==> config.mk <==
export PLATFORM = sky130hd
export DESIGN_NAME = motor_pwm_mc
export DESIGN_NICKNAME = d
export VERILOG_FILES = /design/src/rtl/motor_pwm_mc.sv
export SDC_FILE = /design/constraint.sdc
export NUM_CORES = 1
export LEC_CHECK = 0
export ABC_AREA = 1
export ABC_CLOCK_PERIOD_IN_PS = 4050
export CORE_ASPECT_RATIO = 1.75
export CORE_MARGIN = 10
export CORE_UTILIZATION = 40
export CTS_BUF_LIST = sky130_fd_sc_hd__clkbuf_16
export DETAILED_ROUTE_END_ITERATION = 8
export SETUP_SLACK_MARGIN = 0.02
export SYNTH_ARGS = -nofsm -noshare
export SYNTH_HDL_FRONTEND = slang
export SYNTH_SLANG_ARGS = --single-unit
==> constraint.sdc <==
create_clock -name clk -period 4.05 [get_ports clk]
set_input_delay 0.81 -clock clk [delete_from_list [all_inputs] [get_ports clk]]
set_output_delay 0.81 -clock clk [all_outputs]
set_load 0.01 [all_outputs]
==> src/rtl/motor_pwm_mc.sv <==
// motor_pwm_mc: multi-channel signed-command to fwd/rev H-bridge PWM with period-boundary
// duty update, reversal dead time, coast enable and period-start strobe. Optional macro: MOTOR_PWM_RAMP_EN.
module motor_pwm_mc #(
  parameter int unsigned NUM_CH    = 2,
  parameter int unsigned CMD_W     = 11,
  parameter int unsigned DEAD_CYC  = 16,
  parameter int unsigned RAMP_STEP = 8
) (
  input  logic                    clk,
  input  logic                    rst_n,
  input  logic [NUM_CH*CMD_W-1:0] cmd,
  input  logic                    cmd_vld,
  input  logic                    en,
  output logic [NUM_CH-1:0]       fwd,
  output logic [NUM_CH-1:0]       rev,
  output logic                    period_start
);

  localparam int unsigned CNT_W = CMD_W - 1;
  localparam logic [CNT_W-1:0] CNT_MAX   = '1;
  localparam logic [CNT_W-1:0] DEAD_LOAD = CNT_W'(DEAD_CYC);
  localparam logic [CMD_W-1:0] CMD_MIN   = {1'b1, {CNT_W{1'b0}}};
  localparam logic             DEAD_EN   = (DEAD_CYC != 0);

  typedef enum logic [2:0] {
    ST_COAST,
    ST_FWD,
    ST_REV,
    ST_BRAKE,
    ST_DEAD
  } state_e;

  typedef logic signed [CMD_W-1:0] cmd_t;

  logic [CNT_W-1:0]  cnt_q;
  logic              period_start_q;
  logic [NUM_CH-1:0] fwd_q;
  logic [NUM_CH-1:0] rev_q;
  cmd_t              target_q  [NUM_CH];
  cmd_t              applied_q [NUM_CH];
  cmd_t              applied_d [NUM_CH];
  logic [CNT_W-1:0]  dead_q    [NUM_CH];
  logic [CNT_W-1:0]  mag_c     [NUM_CH];
  state_e            state_q   [NUM_CH];
  logic              boundary_c;

  assign boundary_c   = (cnt_q == CNT_MAX);
  assign fwd          = fwd_q;
  assign rev          = rev_q;
  assign period_start = period_start_q;

  // Drive direction implied by a signed command; zero means brake.
  function automatic state_e dir_of(input cmd_t v);
    if (v == '0) return ST_BRAKE;
    return v[CMD_W-1] ? ST_REV : ST_FWD;
  endfunction

  function automatic logic is_reversal(input state_e s, input cmd_t v);
    return ((s == ST_FWD) && v[CMD_W-1]) ||
           ((s == ST_REV) && !v[CMD_W-1] && (v != '0));
  endfunction

`ifdef MOTOR_PWM_RAMP_EN
  localparam logic signed [CMD_W:0] STEP = (CMD_W+1)'(RAMP_STEP);
  logic signed [CMD_W:0] diff_c [NUM_CH];

  // Slew applied toward target by at most STEP, landing exactly when close enough.
  always_comb begin
    for (int i = 0; i < NUM_CH; i++) begin
      diff_c[i] = (CMD_W+1)'(target_q[i]) - (CMD_W+1)'(applied_q[i]);
      if (diff_c[i] > STEP) begin
        applied_d[i] = CMD_W'((CMD_W+1)'(applied_q[i]) + STEP);
      end else if (diff_c[i] < -STEP) begin
        applied_d[i] = CMD_W'((CMD_W+1)'(applied_q[i]) - STEP);
      end else begin
        applied_d[i] = target_q[i];
      end
    end
  end
`else
  always_comb begin
    for (int i = 0; i < NUM_CH; i++) begin
      applied_d[i] = target_q[i];
    end
  end
`endif

  // |applied| saturated so the most-negative command maps to full scale.
  always_comb begin
    for (int i = 0; i < NUM_CH; i++) begin
      if (!applied_q[i][CMD_W-1]) begin
        mag_c[i] = CNT_W'(applied_q[i]);
      end else if (applied_q[i] == cmd_t'(CMD_MIN)) begin
        mag_c[i] = '1;
      end else begin
        mag_c[i] = CNT_W'(-applied_q[i]);
      end
    end
  end

  // Period counter, command capture, per-channel FSM and registered outputs.
  always_ff @(posedge clk) begin
    if (!rst_n) begin
      cnt_q          <= '0;
      period_start_q <= 1'b0;
      fwd_q          <= '0;
      rev_q          <= '0;
      for (int i = 0; i < NUM_CH; i++) begin
        target_q[i]  <= '0;
        applied_q[i] <= '0;
        dead_q[i]    <= '0;
        state_q[i]   <= ST_COAST;
      end
    end else begin
      cnt_q          <= cnt_q + 1'b1;
      period_start_q <= boundary_c;
      for (int i = 0; i < NUM_CH; i++) begin
        if (cmd_vld) target_q[i] <= cmd[i*CMD_W +: CMD_W];
        if (!en) begin
          fwd_q[i]     <= 1'b0;
          rev_q[i]     <= 1'b0;
          applied_q[i] <= '0;
          dead_q[i]    <= '0;
          state_q[i]   <= ST_COAST;
        end else begin
          case (state_q[i])
            ST_FWD: begin
              fwd_q[i] <= (cnt_q < mag_c[i]);
              rev_q[i] <= 1'b0;
            end
            ST_REV: begin
              fwd_q[i] <= 1'b0;
              rev_q[i] <= (cnt_q < mag_c[i]);
            end
            ST_BRAKE: begin
              fwd_q[i] <= 1'b1;
              rev_q[i] <= 1'b1;
            end
            default: begin
              fwd_q[i] <= 1'b0;
              rev_q[i] <= 1'b0;
            end
          endcase
          // DEAD never spans a boundary because DEAD_CYC is shorter than a period.
          if (boundary_c) begin
            applied_q[i] <= applied_d[i];
            if (DEAD_EN && is_reversal(state_q[i], applied_d[i])) begin
              state_q[i] <= ST_DEAD;
              dead_q[i]  <= DEAD_LOAD;
            end else begin
              state_q[i] <= dir_of(applied_d[i]);
            end
          end else if (state_q[i] == ST_DEAD) begin
            if (dead_q[i] <= CNT_W'(1)) begin
              dead_q[i]  <= '0;
              state_q[i] <= dir_of(applied_q[i]);
            end else begin
              dead_q[i] <= dead_q[i] - 1'b1;
            end
          end
        end
      end
    end
  end

endmodule

== After elaboration in Yosys (flattened, before gate mapping) ==
Memories as Yosys holds them, arrays and structs flattened.
Cells that the tools add are included.
Cells by class
  add/sub/neg operators: 5
  order comparisons: 4
  equality and inequality tests: 11
  multiplexer cells: 137
  bitwise logic cells: 22
  reduce and logical (&&, ||, !) cells: 17
Operators by type and width (number)
  $mux 10: 12
  $mux 3: 34
  $mux 1: 77
  $mux 11: 6
  $logic_not 11->1: 4
  $eq 11x11->1 const B: 2
  $or 1x1->1: 22
  $reduce_bool 11->1: 2
  $le 10x1->1 const B: 2
  $lt 10x10->1: 2
  $neg 10->10: 2
  $sub 10x1->10 const B: 2
  $eq 3x2->1 const B: 4
  $add 10x1->10 const B: 1
  $eq 10x10->1 const B: 1
  $mux 2: 4
  $pmux 1 s2: 4
  $eq 3x1->1 const B: 2
  $eq 3x3->1 const B: 2
  $logic_and 1x1->1: 6
  $logic_not 1->1: 2
  $logic_or 1x1->1: 2
  $reduce_and 2->1: 1
Word-level totals
  bits in registers: 15
  RAM bits: 70
  bits of input ports: 26
  output and inout bits: 5
  logic and storage cells: 204
  memories: 4
Memory list
  applied_q: depth 2, width 11, read ports 2, clocked after memory_dff 0, write ports 2, line 40  | cmd_t applied_q [NUM_CH];
  target_q: depth 2, width 11, read ports 2, clocked after memory_dff 0, write ports 2, line 39  | cmd_t target_q [NUM_CH];
  dead_q: depth 2, width 10, read ports 2, clocked after memory_dff 0, write ports 2, line 42  | logic [CNT_W-1:0] dead_q [NUM_CH];
  state_q: depth 2, width 3, read ports 2, clocked after memory_dff 0, write ports 2, line 44  | state_e state_q [NUM_CH];

== Depth between registers and ports, before layout ==
Gate-level depths: netlist of the first run.
  depth in word-level cells: 15
  gate-level depth with buffers: 14
  gate-level depth less buffers: 14

== Worst setup path after synthesis of the first run ==
No wires, ideal clock.
  path type: input -> register
  start point: input rst_n
  end point: memory dead_q[0][0] (netlist bit), enable pin
  arrival time: 1.624 ns
  required time: 3.673 ns
  setup slack: 2.049 ns
  cell stages on the path: 6
  path buffers: 0
  path through: nand2_1 > inv_2 > nand2_4 > inv_4 > nand2_2 > nand4_1
RTL lines
  start, declared: line 10  | input logic rst_n,
  end, declared: line 42

==> metrics.md, run 1 <==
| Metric | Value |
|---|---|
| GRT met1 Usage | `12.34%` |
| Dpl cells | `714` |
| Floorplan row count | `52` |
| Initial antenna violation count | `0` |
| Worst Clk Skew | `0.009121 ns` |
| Ant diodes | `0` |
| CTS clk-pin slew, worst paths | `0.07 ns` |
| Rel. slew slack | `48.64%` |
| Area Overhead vs Synth | `15.26%` |
| RSZ-0062 raised after global routing | `false` |
| Mapped Area | `0.004763 mm²` |
| Grt met2 use | `23.16%` |
| Status | `finished, final reports clean` |
| Core area | `0.01165 mm²` |
| Initial Util | `40.90%` |
| Max Cap Viol | `0` |
| CP Launch Type | `input port` |
| I/O pins | `31` |
| Worst vdd ir | `0.2223 mV` |
| Share of cells above drive strength 1 | `6.218%` |
| Worst min path class | `reg -> reg` |
| Clk sink count | `85` |
| Largest net degree at the start of global routing | `24` |
| Most Crowded Layer GR | `met2` |
| Worst Hold Depth | `1` |
| Clock buffer count from CTS | `9` |
| Vias per Instance | `4.999` |
| Post_cts resized | `0` |
| Final Setup Violations | `0` |
| WL/cell | `13.57 µm` |
| Port bufs | `30` |
| Worst Setup Path Type | `in -> reg` |
| Synth async-reset ratio | `0%` |
| Vias in the first global route | `3,609` |
| Synthesized area per cell | `8.567 µm²` |
| Number of fill cells | `1,125` |
| Tot GR Track Use | `12.60%` |
| Register area | `0.002402 mm²` |
| Antenna-violating nets left | `0` |
| Die area | `0.01685 mm²` |
| Yosys warning count | `0` |
| Post-route insts no fill | `730` |
| Fin. max-slew vios | `0` |
| CP arrival | `2.61 ns` |
| Number of flops mapped to enable cells by yosys | `70` |
| M3 GR Usage | `2.524%` |
| Post-Syn Nets | `607` |
| Post CTS Setup Buffer Count | `0` |
| Via count | `3,649` |
| Maximum clock rate | `0.3716 GHz` |
| Crit Path Max Fanout | `12` |
| Synth cell count leaders | `nor2_1 (104), inv_1 (96), nand2_1 (77)` |
| Clock Path Buffers | `2` |
| Die Width | `102.5 µm` |
| H-tree depth | `3` |
| Critical Path End Type | `flop` |
| Period minus WS final | `2.691 ns` |
| Crit share post-route | `66.44%` |
| Footprint of the multi-input gates | `0.001949 mm²` |
| Post-synth top area cell | `edfxtp_1` |
| Count of cell types in the netlist | `38` |
| TritonRoute pass-1 iters | `4` |
| Post-route setup TNS | `0 ns` |
| Die H | `164.4 µm` |
| Grt total ovfl | `0` |
| CTS tree | `yes` |
| Latest clock arrival within the worst-skew pair | `0.34 ns` |
| Slew @ Worst Pin | `0.7634 ns` |
| Power, Total | `2.032 mW` |
| Ys flop type | `edfxtp_1` |
| Hold buffers post-CTS | `0` |
| DRC violations left | `0` |
| Synth top area share | `44.13%` |
| Starting DRT DRC Count | `96` |
| Worst Reg2Reg Path Length in Cells | `11` |
| Part of the Yosys area used for sequential elements | `50.43%` |
| Post-synthesis register bit count | `85` |
| Worst EP required | `3.97 ns` |
| Post-Syn Instances | `556` |
| Hold WS | `0.4714 ns` |
| Clock root buffer | `clkbuf_16` |
| Final core utilization | `47.14%` |
| Power per cell area | `370.0 mW/mm²` |
| Main area contributors after synthesis | `edfxtp_1 (44%), nor2_1 (8.2%), inv_1 (7.6%)` |
| Leakage Power | `2.412 nW` |
| First-pass GRT wire length | `16,620 µm` |
| Most frequent cell after synthesis | `nor2_1` |
| Fin nets | `641` |
| WL final | `9906 µm` |
| Routability cong. | `0.8012` |
| Final hold vios | `0` |
| HPWL Detailed | `8008 µm` |
==> layout make-up <==
| cell class | instances | share of cell area, % |
|---|---|---|
| repair buffers | 30 | 5.469 |
| flip-flops and latches | 85 | 43.76 |
| clock inverters | 7 | 1.208 |
| inverters | 100 | 6.882 |
| multi-input cells | 364 | 35.51 |
| well taps | 135 | 3.077 |
| clock buffers | 9 | 4.102 |
==> cells by family after synthesis <==
| group | after synthesis | synth area share [%] |
|---|---|---|
| simple gates | 255 | 24.27 |
| buf+inv | 107 | 8.642 |
| flops | 85 | 50.43 |
| compound gates | 72 | 7.881 |
| fa+ha+maj | 25 | 6.567 |
| xor+xnor | 12 | 2.206 |
==> flip-flops by register name (all words and copies together) (netlist names) <==
register / count
fwd: 2
state_q: 6
dead_q: 20
rev: 2
applied_q: 22
cnt_q: 10
period_start: 1
target_q: 22
==> final timing paths <==
check	from	end	slack (ns)
max	rst_n	dead_q[0][5]	1.36
min	cnt_q[0]	cnt_q[0]	0.47
max reg2reg	applied_q[1][10]	rev[1]	1.60
min reg2reg	cnt_q[0]	cnt_q[0]	0.47
==> stage by stage <==
stage               cell area (µm²)  worst slack, ns
finish                         5490            1.359
global route                   5490            1.170
CTS                            5490            1.313
detailed placement             5199           0.9196
global placement               5199            1.023
floorplan                      4763            2.049
==> power by group <==
| group | internal [mW] | switching, mW | total, mW |
|---|---|---|---|
| logic | 0.0848 | 0.126 | 0.211 |
| registers | 0.990 | 0.0320 | 1.02 |
| clock network | 0.433 | 0.366 | 0.799 |
| total | 1.51 | 0.524 | 2.03 |
==> metal layers <==
layer	part of all wire, %	vias to the layer above
met5	0	-
met4	4.3	0
met3	2.6	21
met2	54	59
met1	39	1667
li1	-	1902
==> critical path: stages <==
cell and delay (ns):
clkdlybuf4s50_1 0.64, nand2_1 0.26, inv_2 0.11, nand2_4 0.18, inv_4 0.08, nand2_2 0.07
nand4_1 0.45
==> layout by cell type, fill, tap and decap left out, types with 8 or more instances in the layout <==
master and instances:
a21oi_1 39, clkbuf_16 9, clkdlybuf4s50_1 30, dfxtp_1 15
edfxtp_1 70, ha_1 25, inv_1 96, nand2_1 77
nand3_1 17, nand4_1 13, nor2_1 104, nor3_1 17
o21ai_0 25, xor2_1 8
Note: power is estimated with default switching activity, not from simulation.
==> inputs of run 2 (changes only) <==
--- a/config.mk
+++ b/config.mk
@@ -6,7 +6,7 @@
 export NUM_CORES = 1
 export LEC_CHECK = 0
 export ABC_AREA = 1
-export ABC_CLOCK_PERIOD_IN_PS = 4050
+export ABC_CLOCK_PERIOD_IN_PS = 2300
 export CORE_ASPECT_RATIO = 1.75
 export CORE_MARGIN = 10
 export CORE_UTILIZATION = 40
==> constraint.sdc (replaced) <==
create_clock -name clk -period 2.3 [get_ports clk]
set_input_delay 0.46 -clock clk [delete_from_list [all_inputs] [get_ports clk]]
set_output_delay 0.46 -clock clk [all_outputs]
set_load 0.01 [all_outputs]
==> run 2 against run 1 <==
Compared with the run above: final area up 5.2%; sequential share of layout area down 2.2 points; sequential power rose by 75%; combinational power rose by 100%; flip-flop and latch count stayed put; clock skew fell by 0.00072 ns; register-to-register slack worse by 1.5 ns; utilization increased by 2.5 points; critical endpoint is now rev[0].
==> metrics.md, run 2 (synthesized netlist as in run 1, its figures left out) <==
| Metric | Value |
|---|---|
| WL/cell | `13.76 µm` |
| Period minus WS final | `2.235 ns` |
| First-pass GRT wire length | `17,190 µm` |
| Crit Path Max Fanout | `8` |
| Post-route setup TNS | `0 ns` |
| P_int | `2.767 mW` |
| Hold buffers post-CTS | `0` |
| Critical Path End Type | `flop` |
| Flop2flop setup slack | `0.07 ns` |
| Hold WS | `0.4744 ns` |
| Tot GR Track Use | `13.11%` |
| Power, Total | `3.660 mW` |
| Worst vdd ir | `0.3931 mV` |
| Latest clock arrival within the worst-skew pair | `0.34 ns` |
| Core area | `0.01165 mm²` |
| Crit share post-route | `97.16%` |
| Largest net degree at the start of global routing | `23` |
| DRC violations left | `0` |
| Power per cell area | `633.5 mW/mm²` |
| Floorplan row count | `52` |
| TritonRoute pass-1 iters | `5` |
| NetSw | `0.8931 mW` |
| Worst Setup Path Type | `reg -> reg` |
| Maximum clock rate | `0.4475 GHz` |
| Sw frac | `24.40%` |
| Grt total ovfl | `0` |
| Initial Util | `40.90%` |
| CP Launch Type | `flop` |
| Reg power frac | `49.0%` |
| Worst EP required | `2.53 ns` |
| CP arrival | `2.47 ns` |
| Fin nets | `662` |
| Rel. slew slack | `64.80%` |
| CTS tree | `yes` |
| CTS clk-pin slew, worst paths | `0.06 ns` |
| Clock network power share | `39.3%` |
| Crit path buf inv count | `1` |
| Vias in the first global route | `3,733` |
| Worst Clk Skew | `0.008405 ns` |
| Share of cells above drive strength 1 | `12.82%` |
| Top Registers | `applied_q: 22 flops, target_q: 22 flops, dead_q: 20 flops` |
| Port bufs | `30` |
| Critical Path, Cell by Cell | `inv_2, ha_4, nand2_4, nor2_4, nand3_4, a22oi_2, a31oi_2, ha_1, nand4_1, nor2_1, nand2_1, nand2_2, a21oi_1` |
| Routability cong. | `0.9036` |
| Crit-path leading delay family | `simple AND/OR/NAND/NOR gates` |
| Slowest Stage Delay on Critical Path | `0.43 ns` |
| I/O pins | `31` |
| Vias per Instance | `4.917` |
| Slew @ Worst Pin | `0.5280 ns` |
| HPWL Detailed | `8197 µm` |
| Area Overhead vs Synth | `21.30%` |
| Commonest non-fill, non-tap cell in the layout | `nor2_1` |
| Initial antenna violation count | `0` |
| Max Cap Viol | `0` |
| Via count | `3,693` |
| Starting DRT DRC Count | `141` |
| RSZ-0062 raised after global routing | `true` |
| Die H | `164.4 µm` |
| Final Setup Violations | `0` |
| Combinational Power Share | `11.7%` |
| H-tree depth | `3` |
| Die area | `0.01685 mm²` |
| WL final | `10,330 µm` |
| Antenna-violating nets left | `0` |
| Clock root buffer | `clkbuf_16` |
| Clock Path Buffers | `2` |
| Fin. max-slew vios | `0` |
| Final hold vios | `0` |
| Die Width | `102.5 µm` |
| Most frequent cells in the layout | `nor2_1 (101), inv_1 (91), nand2_1 (73)` |
| Leakage Power | `2.533 nW` |
| CP max-delay cell | `edfxtp_1` |
| Clk sink count | `85` |
| Worst min path class | `reg -> reg` |
| Ant diodes | `0` |
| Clock buffer count from CTS | `9` |
| Status | `finished, final reports clean` |
[run 2: final timing paths]
path / start / end / depth (start not counted)
min reg2reg: cnt_q[0] / cnt_q[0] / 1
max: applied_q[0][1] / rev[0] / 13
min: cnt_q[0] / cnt_q[0] / 1
max reg2reg: applied_q[0][1] / rev[0] / 13
[run 2: layout make-up]
class,count,area (µm²)
timing repair buffer,51,483.0
fill,1096,5868
tap,135,168.9
sequential,85,2402
clock buffer,9,225.2
inverter,100,377.9
multi-input combinational,364,2047
clock inverter,7,73.82
[run 2: timing repair]
action / in CTS / in global routing
resized for setup: 0 / 32
setup buffers: 0 / 4
endpoints found under the setup margin: 0 / 4
[run 2: metrics by stage]
step / cells / util [%] / instance area (µm²) / setup WS [ns]
after floorplan: 556 / - / 4763 / 0.3054
after global placement: 731 / 45.95 / 5351 / 0.1115
final: 751 / 49.61 / 5778 / 0.06536
after detailed placement: 731 / 45.95 / 5351 / 0.05317
after CTS: 747 / 48.52 / 5650 / 0.02918
after global routing: 751 / 49.61 / 5778 / -0.07560
[run 2: metal layers]
layer  part of all wire, %  GRT usage [%]
met5                     0              0
met2                    57          25.43
met1                    37          12.17
met3                   2.9          2.608
met4                   3.3          6.894
[run 2: power by group through the flow]
stage          registers [mW]  clock network, mW  logic (mW)
6_report                 1.79               1.44       0.428
5_1_grt                  1.80               1.52       0.490
4_1_cts                  1.79               1.46       0.406
3_5_place_dp             1.83                  0       0.403
3_3_place_gp             1.82                  0       0.398
2_1_floorplan            1.81                  0       0.263
==> inputs of run 3 (changes only) <==
--- a/config.mk
+++ b/config.mk
@@ -8,7 +8,6 @@
 export ABC_AREA = 1
 export ABC_CLOCK_PERIOD_IN_PS = 2300
 export CORE_ASPECT_RATIO = 1.75
-export CORE_MARGIN = 10
 export CORE_UTILIZATION = 40
 export CTS_BUF_LIST = sky130_fd_sc_hd__clkbuf_16
 export DETAILED_ROUTE_END_ITERATION = 8
@@ -16,3 +15,4 @@
 export SYNTH_ARGS = -nofsm -noshare
 export SYNTH_HDL_FRONTEND = slang
 export SYNTH_SLANG_ARGS = --single-unit
+export TNS_END_PERCENT = 20
==> run 3 against run 2 <==
Compared with the run above: first-iteration DRC count decreased by 13%; clock power increased by 5%; the flow now finishes with violations (design-rule violations); clock skew decreased by 0.00088 ns; worst setup slack lost 0.029 ns; routed wire length shrank 2.0%; global-route usage increased by 3.9 points; count of clock-buffer cells in the layout is the same; total power rose by 2.1%; critical path depth is the same; sequential share of layout area down 0.57 points; die area fell by 27%; critical endpoint is now rev[1].
==> metrics.md, run 3 (synthesized netlist as in run 1, its figures left out) <==
| Metric | Value |
|---|---|
| Status | `complete, but fails checks` |
| Failing checks | `design-rule violations` |
| HPWL Detailed | `7694 µm` |
| Footprint of the multi-input gates | `0.002103 mm²` |
| TritonRoute pass-1 iters | `6` |
| Die H | `146.4 µm` |
| Clock Path Buffers | `2` |
| Power per cell area | `638.2 mW/mm²` |
| Most frequent cells in the layout | `nor2_1 (100), inv_1 (91), nand2_1 (72)` |
| Commonest non-fill, non-tap cell in the layout | `nor2_1` |
| Final Setup Violations | `0` |
| Hold WS | `0.4671 ns` |
| Slew @ Worst Pin | `0.5513 ns` |
| Port bufs | `30` |
| Max Cap Viol | `0` |
| Worst Setup SP | `applied_q[1][2]` |
| Number of fill cells | `1,090` |
| Crit Path Max Fanout | `7` |
| R2R Path Start | `applied_q[1][2]` |
| CTS tree | `yes` |
| Worst min path class | `reg -> reg` |
| Share of cells above drive strength 1 | `15.32%` |
| CP most frequent cell | `a21oi_2` |
| Final worst setup slack | `0.03615 ns` |
| Initial Util | `41.13%` |
| Final hold vios | `0` |
| Worst EP required | `2.57 ns` |
| Clock buffer count from CTS | `9` |
| Power, Total | `3.739 mW` |
| Post-route insts no fill | `755` |
| Worst Clk Skew | `0.007522 ns` |
| Critical Path, Cell by Cell | `nor2_2, nand2_2, nor2_4, nand2_4, o21ai_1, a21oi_1, ha_1, a21oi_2, nand3b_1, a21oi_2, nor2_1, nand2_1, a21oi_2` |
| Ant diodes | `0` |
| Post-route setup TNS | `0 ns` |
| Fin nets | `666` |
| Clk sink count | `85` |
| First-pass GRT wire length | `16,510 µm` |
| Worst Setup Path Type | `reg -> reg` |
| Leakage Power | `2.572 nW` |
| CP max-delay cell | `edfxtp_1` |
| Floorplan row count | `52` |
| Core area | `0.01158 mm²` |
| Largest net degree at the start of global routing | `23` |
| Die area | `0.01237 mm²` |
| Top Registers | `applied_q: 22 flops, target_q: 22 flops, dead_q: 20 flops` |
| Clock root buffer | `clkbuf_16` |
| Initial antenna violation count | `0` |
| Rel. slew slack | `63.25%` |
| Placement Setup Slack | `-0.04737 ns` |
| Starting DRT DRC Count | `123` |
| Critical Path End Type | `flop` |
| Routability cong. | `0.8605` |
| WL/cell | `13.41 µm` |
| Tot GR Track Use | `17.03%` |
| Area Overhead vs Synth | `22.98%` |
| Latest clock arrival within the worst-skew pair | `0.34 ns` |
| Crit share post-route | `98.43%` |
| CP Launch Type | `flop` |
| Fin. max-slew vios | `0` |
| Register area | `0.002402 mm²` |
| Maximum clock rate | `0.4417 GHz` |
| Slowest Stage Delay on Critical Path | `0.43 ns` |
| Vias per Instance | `5.045` |
| RSZ-0062 raised after global routing | `true` |
| Antenna-violating nets left | `0` |
| Vias in the first global route | `3,672` |
| DRC violations left | `2` |
| H-tree depth | `3` |
| Hold Crit Start | `cnt_q[0]` |
| Die Width | `84.49 µm` |
| Dpl cells | `728` |
| Via count | `3,809` |
| I/O pins | `31` |
| WL final | `10,120 µm` |
| CTS clk-pin slew, worst paths | `0.07 ns` |
| Worst vdd ir | `0.3954 mV` |
| CP arrival | `2.53 ns` |
| Grt total ovfl | `0` |
| Period minus WS final | `2.264 ns` |
-- run 3: cell types whose count changed in the layout (fill, tap and decap cells not counted), sizes merged --
cell,delta
clkinv,+1
buf,+4
inv,+2
clkinvlp,-3
-- run 3: repair_timing --
action                                  CTS  global route
resized for setup                        15            33
setup buffers                             4             7
endpoints found under the setup margin    4             4
endpoints found under the hold margin     0             0
pin swaps                                 6            13
hold buffers                              0             0
-- run 3: critical path: cells and delay by family (launching register included) --
family                   cells  cell delay [ns]
flip-flops                   1             0.43
adder cells (fa/ha/maj)      1             0.32
AO/OA/AOI/OAI                5             0.53
AND/OR/NAND/NOR              7             0.91
-- run 3: report_power, final --
part	switching [mW]	internal, mW
clock	0.646	0.860
combinational	0.256	0.187
sequential	0.0478	1.74
-- run 3: cell type report --
class / count / share of cell area [%]
inverter: 100 / 6.450
clock buffer: 9 / 3.845
timing repair buffer: 55 / 8.543
multi-input combinational: 364 / 35.90
clock inverter: 7 / 1.367
sequential: 85 / 41.01
tap: 135 / 2.883
-- run 3: path summary, 6_finish.rpt --
kind              slack (ns)  cells after the start       end
setup reg to reg        0.04                     13    rev[1]
hold reg to reg         0.47                      1  cnt_q[0]
hold / removal          0.47                      1  cnt_q[0]
setup / recovery        0.04                     13    rev[1]
-- run 3: per-layer routing --
metal,part of all wire (%),vias to the layer above,track usage (%)
li1,-,1953,-
met1,38,1753,17.93
met2,54,73,31.46
met3,2.7,30,2.940
met4,4.8,0,9.492
met5,0,-,0
-- run 3: through the flow --
stage	util, %	instance area [µm²]
after floorplan	-	4763
after global placement	45.91	5316
after detailed placement	45.91	5316
after CTS	49.17	5694
after global routing	50.58	5858
final	50.58	5858
